--- config.mk ---
export PLATFORM = sky130hd
export DESIGN_NAME = logic_unit_iter
export DESIGN_NICKNAME = d
export VERILOG_FILES = /design/src/rtl/logic_unit_iter.sv
export SDC_FILE = /design/constraint.sdc
export NUM_CORES = 1
export LEC_CHECK = 0
export CAP_MARGIN = 10
export CORE_ASPECT_RATIO = 0.9
export CORE_MARGIN = 10
export CORE_UTILIZATION = 58
export CTS_CLUSTER_SIZE = 25
export DETAILED_ROUTE_END_ITERATION = 16
export PLACE_DENSITY = 0.82
export SYNTH_ARGS = -nofsm -noshare
export SYNTH_HDL_FRONTEND = slang
export SYNTH_SLANG_ARGS = --single-unit
--- constraint.sdc ---
create_clock -name clk -period 11.3 [get_ports clk]
set_input_delay 2.26 -clock clk [delete_from_list [all_inputs] [get_ports clk]]
set_output_delay 2.26 -clock clk [all_outputs]
set_load 0.03 [all_outputs]
--- src/rtl/logic_unit_iter.sv ---
// rtl/logic_unit_iter.sv - iterative sliced bitwise logic unit with popcount and zero flag
// Evaluates one SLICE-bit chunk of f_op(a, b) per RUN cycle; results publish only on RUN->DONE.
module logic_unit_iter #(
  parameter int WIDTH = 32,
  parameter int SLICE = 8,
  localparam int CW = $clog2(WIDTH + 1)
) (
  input  logic             clk,
  input  logic             rst_n,
  input  logic             in_valid,
  output logic             in_ready,
  input  logic [2:0]       op,
  input  logic [WIDTH-1:0] a,
  input  logic [WIDTH-1:0] b,
  output logic             out_valid,
  input  logic             out_ready,
  output logic [WIDTH-1:0] out,
  output logic [CW-1:0]    ones,
  output logic             zero
);

  localparam int N  = WIDTH / SLICE;
  localparam int IW = (N > 1) ? $clog2(N) : 1;

  if (WIDTH < 1 || SLICE < 1 || (WIDTH % SLICE) != 0) begin : g_bad_param
    $error("logic_unit_iter: WIDTH must be >=1 and a multiple of SLICE");
  end

  typedef enum logic [1:0] {IDLE, RUN, DONE} state_t;

  state_t           state_q, state_d;
  logic [IW-1:0]    idx_q, idx_d;
  logic [WIDTH-1:0] a_q, a_d, b_q, b_d;
  logic [2:0]       op_q, op_d;
  logic [WIDTH-1:0] res_q, res_d;
  logic [CW-1:0]    cnt_q, cnt_d;
  logic [WIDTH-1:0] out_q, out_d;
  logic [CW-1:0]    ones_q, ones_d;
  logic             zero_q, zero_d;

  logic [WIDTH-1:0] word;
  logic [SLICE-1:0] slice_res;
  logic [CW-1:0]    slice_pc;
  int               base;

  // Whole-word function; only the slice selected by idx_q is consumed each cycle.
  always_comb begin
    word = '0;
    case (op_q)
      3'd0:    word = a_q & b_q;
      3'd1:    word = a_q | b_q;
      3'd2:    word = a_q ^ b_q;
      3'd3:    word = ~(a_q ^ b_q);
      3'd4:    word = ~(a_q & b_q);
      3'd5:    word = ~(a_q | b_q);
      3'd6:    word = a_q & ~b_q;
      default: word = a_q;
    endcase
    base      = int'(idx_q) * SLICE;
    slice_res = word[base +: SLICE];
    slice_pc  = '0;
    for (int i = 0; i < SLICE; i++) begin
      slice_pc = slice_pc + CW'(slice_res[i]);
    end
  end

  always_comb begin
    state_d = state_q;
    idx_d   = idx_q;
    a_d     = a_q;
    b_d     = b_q;
    op_d    = op_q;
    res_d   = res_q;
    cnt_d   = cnt_q;
    out_d   = out_q;
    ones_d  = ones_q;
    zero_d  = zero_q;
    case (state_q)
      IDLE: begin
        if (in_valid) begin
          a_d     = a;
          b_d     = b;
          op_d    = op;
          res_d   = '0;
          cnt_d   = '0;
          idx_d   = '0;
          state_d = RUN;
        end
      end
      RUN: begin
        res_d[base +: SLICE] = slice_res;
        cnt_d = cnt_q + slice_pc;
        if (idx_q == IW'(N - 1)) begin
          // Publish including this cycle's slice so the final chunk is not lost.
          out_d   = res_d;
          ones_d  = cnt_d;
          zero_d  = (cnt_d == '0);
          idx_d   = '0;
          state_d = DONE;
        end else begin
          idx_d = idx_q + IW'(1);
        end
      end
      DONE: begin
        if (out_ready) begin
          state_d = IDLE;
        end
      end
      default: state_d = IDLE;
    endcase
  end

  always_ff @(posedge clk or negedge rst_n) begin
    if (!rst_n) begin
      state_q <= IDLE;
      idx_q   <= '0;
      a_q     <= '0;
      b_q     <= '0;
      op_q    <= '0;
      res_q   <= '0;
      cnt_q   <= '0;
      out_q   <= '0;
      ones_q  <= '0;
      zero_q  <= 1'b1;
    end else begin
      state_q <= state_d;
      idx_q   <= idx_d;
      a_q     <= a_d;
      b_q     <= b_d;
      op_q    <= op_d;
      res_q   <= res_d;
      cnt_q   <= cnt_d;
      out_q   <= out_d;
      ones_q  <= ones_d;
      zero_q  <= zero_d;
    end
  end

  assign in_ready  = (state_q == IDLE);
  assign out_valid = (state_q == DONE);
  assign out       = out_q;
  assign ones      = ones_q;
  assign zero      = zero_q;

endmodule

# Word-level counts from Yosys, hierarchy flattened
# Index checks and enable logic that the tools add are counted.
# W data, S select, Z words.
[word_totals]
inputBits = 71
ff_bits = 148
out_inout_bits = 41
wordCells = 64
[op_classes]
addsub = 10
n_reduce_logical = 8
n_shift = 3
n_bitwise = 8
muxes = 13
eq_ne = 12
[op_table]
columns = ["op", "n"]
rows = [
  ["$pmux W32 S7", 1],
  ["$not A32 Y32", 4],
  ["$and A32 B32 Y32", 2],
  ["$pmux W32 S2", 1],
  ["$neg A5 Y33", 1],
  ["$shift A8 B33 Y32 const A", 1],
  ["$shiftx A8 B33 Y32", 1],
  ["$bwmux W32", 1],
  ["$mux W32", 1],
  ["$or A32 B32 Y32", 1],
  ["$shiftx A32 B6 Y8", 1],
  ["$xor A32 B32 Y32", 1],
  ["$add A6 B1 Y6", 2],
  ["$pmux W6 S2", 1],
  ["$mux W2", 5],
  ["$eq A3 B3 Y1 const B", 3],
  ["$add A5 B1 Y6", 1],
  ["$add A6 B6 Y6", 1],
  ["$eq A3 B2 Y1 const B", 2],
  ["$logic_not A6 Y1", 1],
  ["$mux W6", 1],
  ["$pmux W2 S3", 1],
  ["$reduce_and A2 Y1", 3],
  ["$add A4 B1 Y5", 1],
  ["other kinds (14)", 16],
]

# Logic depth before layout (Yosys ltp)
[depth]
depth_word = 13
ltp_mapped = 21
ltp_nobuf = 19

# Least setup slack after synthesis
# Ideal clock, no wire load.
[synth_path]
path_kind = "register -> register"
startpoint = "register op_q[0]"
endpoint = "register zero_q (netlist: zero)"
path_slack_ns = 6.399
period_less_slack_ns = 4.901
t_required_ns = 11.220
path_buffers = 3
path_stages_with_launch = 20
arrival_ns = 4.822
setup_time_ns = 0.080
cell_sequence = "dfrtp_1 > buf_6 > nand2b_4 > buf_6 > buf_2 > o32a_1 > a22oi_1 > nor2_1 > o21ai_2 > fa_1 > fa_1 > inv_1 > fa_1 > inv_1 > fa_1 > fa_1 > o21ai_0 > a21oi_1 > xor2_1 > a32o_1"
[synth_via]
elab_chain_len = 12
elab_cells_between_ends = 18
cone_classes = "add/sub (8); eq/ne (6); shift (1); mux (1); reduce/logical (2)"
[synth_lines]
columns = ["item", "line", "source"]
rows = [
  ["from (decl)", "34", "logic [2:0] op_q, op_d;"],
  ["from (signal assigned)", "130", "op_q <= op_d;"],
  ["$eq A3 B3 Y1 (tied with other cells)", "49", "case (op_q)"],
  ["$pmux W32 S7 *", "49", ""],
  ["$shiftx A32 B6 Y8 *", "60", "slice_res = word[base +: SLICE];"],
  ["$add A1 B1 Y2", "63", "slice_pc = slice_pc + CW'(slice_res[i]);"],
  ["$add A2 B1 Y3", "63", ""],
  ["$add A3 B1 Y4", "63", ""],
  ["$add A4 B1 Y5", "63", ""],
  ["$add A5 B1 Y6", "63", ""],
  ["$add A6 B1 Y6", "63", ""],
  ["$add A6 B1 Y6 *", "63", ""],
  ["$add A6 B6 Y6 *", "92", "cnt_d = cnt_q + slice_pc;"],
  ["$logic_not A6 Y1 *", "97", "zero_d = (cnt_d == '0);"],
  ["to (signal assigned)", "135", "zero_q <= zero_d;"],
  ["to (decl)", "39", "logic zero_q, zero_d;"],
]
# Mark *: on every way between the ends. The rest lies on a longest branch, timed or not.
# A chain may end at the register's enable or synchronous reset.

# Worst setup path in the final report
[layout_path]
startpoint = "register op_q[2]"
endpoint = "register ones_q[4] (netlist: ones[4])"
[layout_via]
elab_chain_len = 11
elab_cells_between_ends = 17
cone_classes = "add/sub (8); eq/ne (6); shift (1); mux (1); reduce/logical (1)"
[layout_lines]
columns = ["item", "line", "source"]
rows = [
  ["$eq A3 B3 Y1 (tied with other cells)", "49", ""],
  ["$pmux W32 S7 *", "49", ""],
  ["$shiftx A32 B6 Y8 *", "60", ""],
  ["$add A1 B1 Y2", "63", ""],
  ["$add A2 B1 Y3", "63", ""],
  ["$add A3 B1 Y4", "63", ""],
  ["$add A4 B1 Y5", "63", ""],
  ["$add A5 B1 Y6", "63", ""],
  ["$add A6 B1 Y6", "63", ""],
  ["$add A6 B1 Y6 *", "63", ""],
  ["$add A6 B6 Y6 *", "92", ""],
  ["to (signal assigned)", "134", "ones_q <= ones_d;"],
  ["to (decl)", "38", "logic [CW-1:0] ones_q, ones_d;"],
]
# Marks and branches as above.

==> results.cfg <==
[sta]
max_freq_mhz = 172.4
period_share_pct = 51.32
tightest_slew_ns = 1.091
finClkSkew_ns = 0.008102
drv_slew = 0
fin_tns_setup_ns = 0
max-slew-margin-rel_pct = 27.30
rsz0062_at_grt = false
hold-worst-slack_ns = 0.4821
finalWorstPathRequiredPeriod_ns = 5.799
number_of_failing_hold_endpoints_at_the_final_stage = 0
setup_violations = 0

[floorplan]
die_span_in_y_um = 143.8
initial_core_util_pct = 58.87
core-area_sq_um = 16780
num_io_pins = 112
dieArea_sq_um = 22660
std_cell_rows = 45
die_width_um = 157.6

[grt]
grtUsageTotal_pct = 22.13
initial_antenna_violation_count = 0
grt_max_degree = 134
global_route.overflow_total = 0
first_global_vias = 7842
first_pass_grt_wire_length_mm = 40.41

[clock_network]
cts-htree-levels = 4
clock-sinks = 148
clk_transition_reported_paths_ns = 0.07
insertion_delay_ns = 0.44
tritoncts = done
tritoncts.num_buffers = 17
cts_max_path_buffers = 2
ctsHoldBuffers = 0
clock-root-buffer = clkbuf_16
post_cts_resized = 0
cts_setup_buffers = 0

[synth]
synth.ff_latch_count = 148
yosysWarningCount = 0
syn_avg_cell_area_sq_um = 9.407
number_of_synthesized_flops_with_an_enable_pin = 0
syn_nets = 1234
sequential_cell_area_fraction_in_the_yosys_report_pct = 37.51
gate_count_after_technology_mapping = 1050
synth_flop_cell = dfrtp_1
yosysUniqueCellTypes = 63
postSynth.asyncResetShare_pct = 100.0
post_synth_design_cell_area_sq_um = 9877

[place]
number_of_buffer_cells_added_on_primary_ports = 111
routabilityCongestion = 0.8871
dpl.hpwl_mm = 16.87

[finish]
flow.area_growth_from_synthesis_pct = 16.42
final_net_count = 1300
antenna_cells_inserted = 0
post_route_cells_drive_above_1_share_pct = 6.023

[worst_hold_path]
timing.hold.worst_path_depth = 2
hold_path_end = ones[0]
timing.hold.worst.class = reg2reg
worst_hold_startpoint = ones[0]

[drt]
route.detailed.vias_per_inst = 5.945
drt_pre_antenna_iters = 5
drc_errors = 0
via_count = 7966
drt-wirelength-per-cell_um = 18.62
ant_nets = 0
totalWireLength_mm = 24.95
dr.first_iter.drc_count = 860

[setup_path]
rrSetupSlack_ns = 5.50
critPathCaptureType = flop
required_time_at_the_worst_slack_endpoint_ns = 11.60
worst_r2r_endpoint = ones[4]
r2r_start = op_q[2]
critPathArrivalTime_ns = 6.10
worstPathMaxFanout = 53
criticalPathCategory = reg2reg
r2r_cells = 15
cp-start-kind = flop

[outcome]
outcome = completed

[run]
max_cap_violations = 0
-- final cells by class --
class	instances	area, sq um
Multi-Input combinational cell	750	5472
Fill cell	1315	5280
Sequential cell	148	3709
Timing Repair Buffer	118	1165
Clock buffer	17	425.4
Inverter	81	304.0
Tap cell	211	264.0
Clock inverter	15	160.2
-- cells in the final DEF (no fill, tap or decap), types with 3 or more instances in the layout --
cell	netlist	routed
o221ai_1	9	9
o211ai_2	3	3
o21ai_1	26	26
inv_1	78	78
xnor2_1	22	22
o22ai_1	10	10
o211ai_1	14	14
o21ai_2	3	3
inv_6	0	7
xor2_1	30	30
clkinv_4	0	3
dfrtp_1	147	146
o21ai_0	129	129
nor3b_1	33	33
nand3b_1	8	8
ha_1	108	108
nor2b_1	18	18
a21o_1	4	4
a22o_1	24	24
mux2i_1	17	17
and2_1	14	14
a221oi_1	12	12
a221o_1	16	16
a21oi_1	22	22
o32a_1	14	14
buf_4	5	7
clkdlybuf4s50_1	0	110
nand2b_1	3	3
nand3_1	11	11
fa_1	5	5
a22oi_1	7	7
clkbuf_16	0	17
nor2_1	33	32
nand2_1	126	125
-- synth_stat cells, types with 16 or more instances --
library cell,count,area share (%)
dfrtp_1,147,37
o21ai_1,26,1.3
a221o_1,16,1.6
clkbuf_1,35,1.3
xor2_1,30,2.7
nand2_1,126,4.8
nor2_1,33,1.3
inv_1,78,3.0
xnor2_1,22,2.0
a21oi_1,22,1.1
ha_1,108,14
a22o_1,24,2.1
nor3b_1,33,2.5
nor2b_1,18,1.1
o21ai_0,129,6.5
mux2i_1,17,1.7
-- state kept, by name, summed over array words and instances (netlist names) --
name / count
ones: 6
cnt_q: 6
op_q: 3
a_q: 32
b_q: 32
state_q: 2
res_q: 32
idx_q: 2
zero: 1
out: 32
-- worst max-delay path, stage by stage (launching register included) --
cell	delay, ns
dfrtp_4	0.86
nand3_2	0.62
o21ai_0	0.39
o22ai_1	0.13
o21ai_2	0.42
fa_1	0.53
fa_1	0.55
inv_1	0.06
fa_1	0.54
inv_1	0.07
fa_1	0.46
fa_1	0.41
o21ai_0	0.17
a21oi_1	0.10
xor2_1	0.21
o21ai_0	0.14
-- through the flow --
| step | std cells | setup slack (ns) | instance area [sq um] | util [%] |
|---|---|---|---|---|
| 2_1_floorplan | 1050 | 6.399 | 9877 | - |
| 3_5_place_dp | 1308 | 5.607 | 10910 | 65.04 |
| 5_1_grt | 1340 | 5.080 | 11500 | 68.53 |
| 4_1_cts | 1340 | 5.528 | 11500 | 68.53 |
| 6_report | 1340 | 5.501 | 11500 | 68.53 |
| 3_3_place_gp | 1308 | 5.695 | 10910 | 65.04 |
-- per-layer routing --
metal	global-route usage [%]	vias up	part of all wire, %
met5	0	-	0
met4	7.080	0	1.9
met3	4.751	47	6.2
met2	35.45	319	47
met1	29.22	3818	45
li1	-	3782	-
-- logic make-up (layout without fill, tap and decap cells) --
kind of cell,Yosys count,count (layout),share of synthesized area [%]
AOI/OAI and AO/OA,311,311,21.42
xor gates and xnor gates,52,52,4.611
adders and majority gates,113,113,14.69
buffers and inverters,152,231,7.195
DFF,148,148,37.51
muxes,18,18,1.837
and+or+nand+nor,256,256,12.73
-- worst max path at each step --
stage,end,from,slack (ns)
4_1_cts,ones[4],op_q[2],5.53
3_3_place_gp,ones[4],op_q[2],5.69
6_report,ones[4],op_q[2],5.50
3_5_place_dp,zero,op_q[2],5.61
2_1_floorplan,zero,op_q[0],6.40
5_1_grt,ones[4],op_q[2],5.08
Power is not shown: default switching activity piles up to over one toggle a cycle in this logic, so the estimate is an artifact.
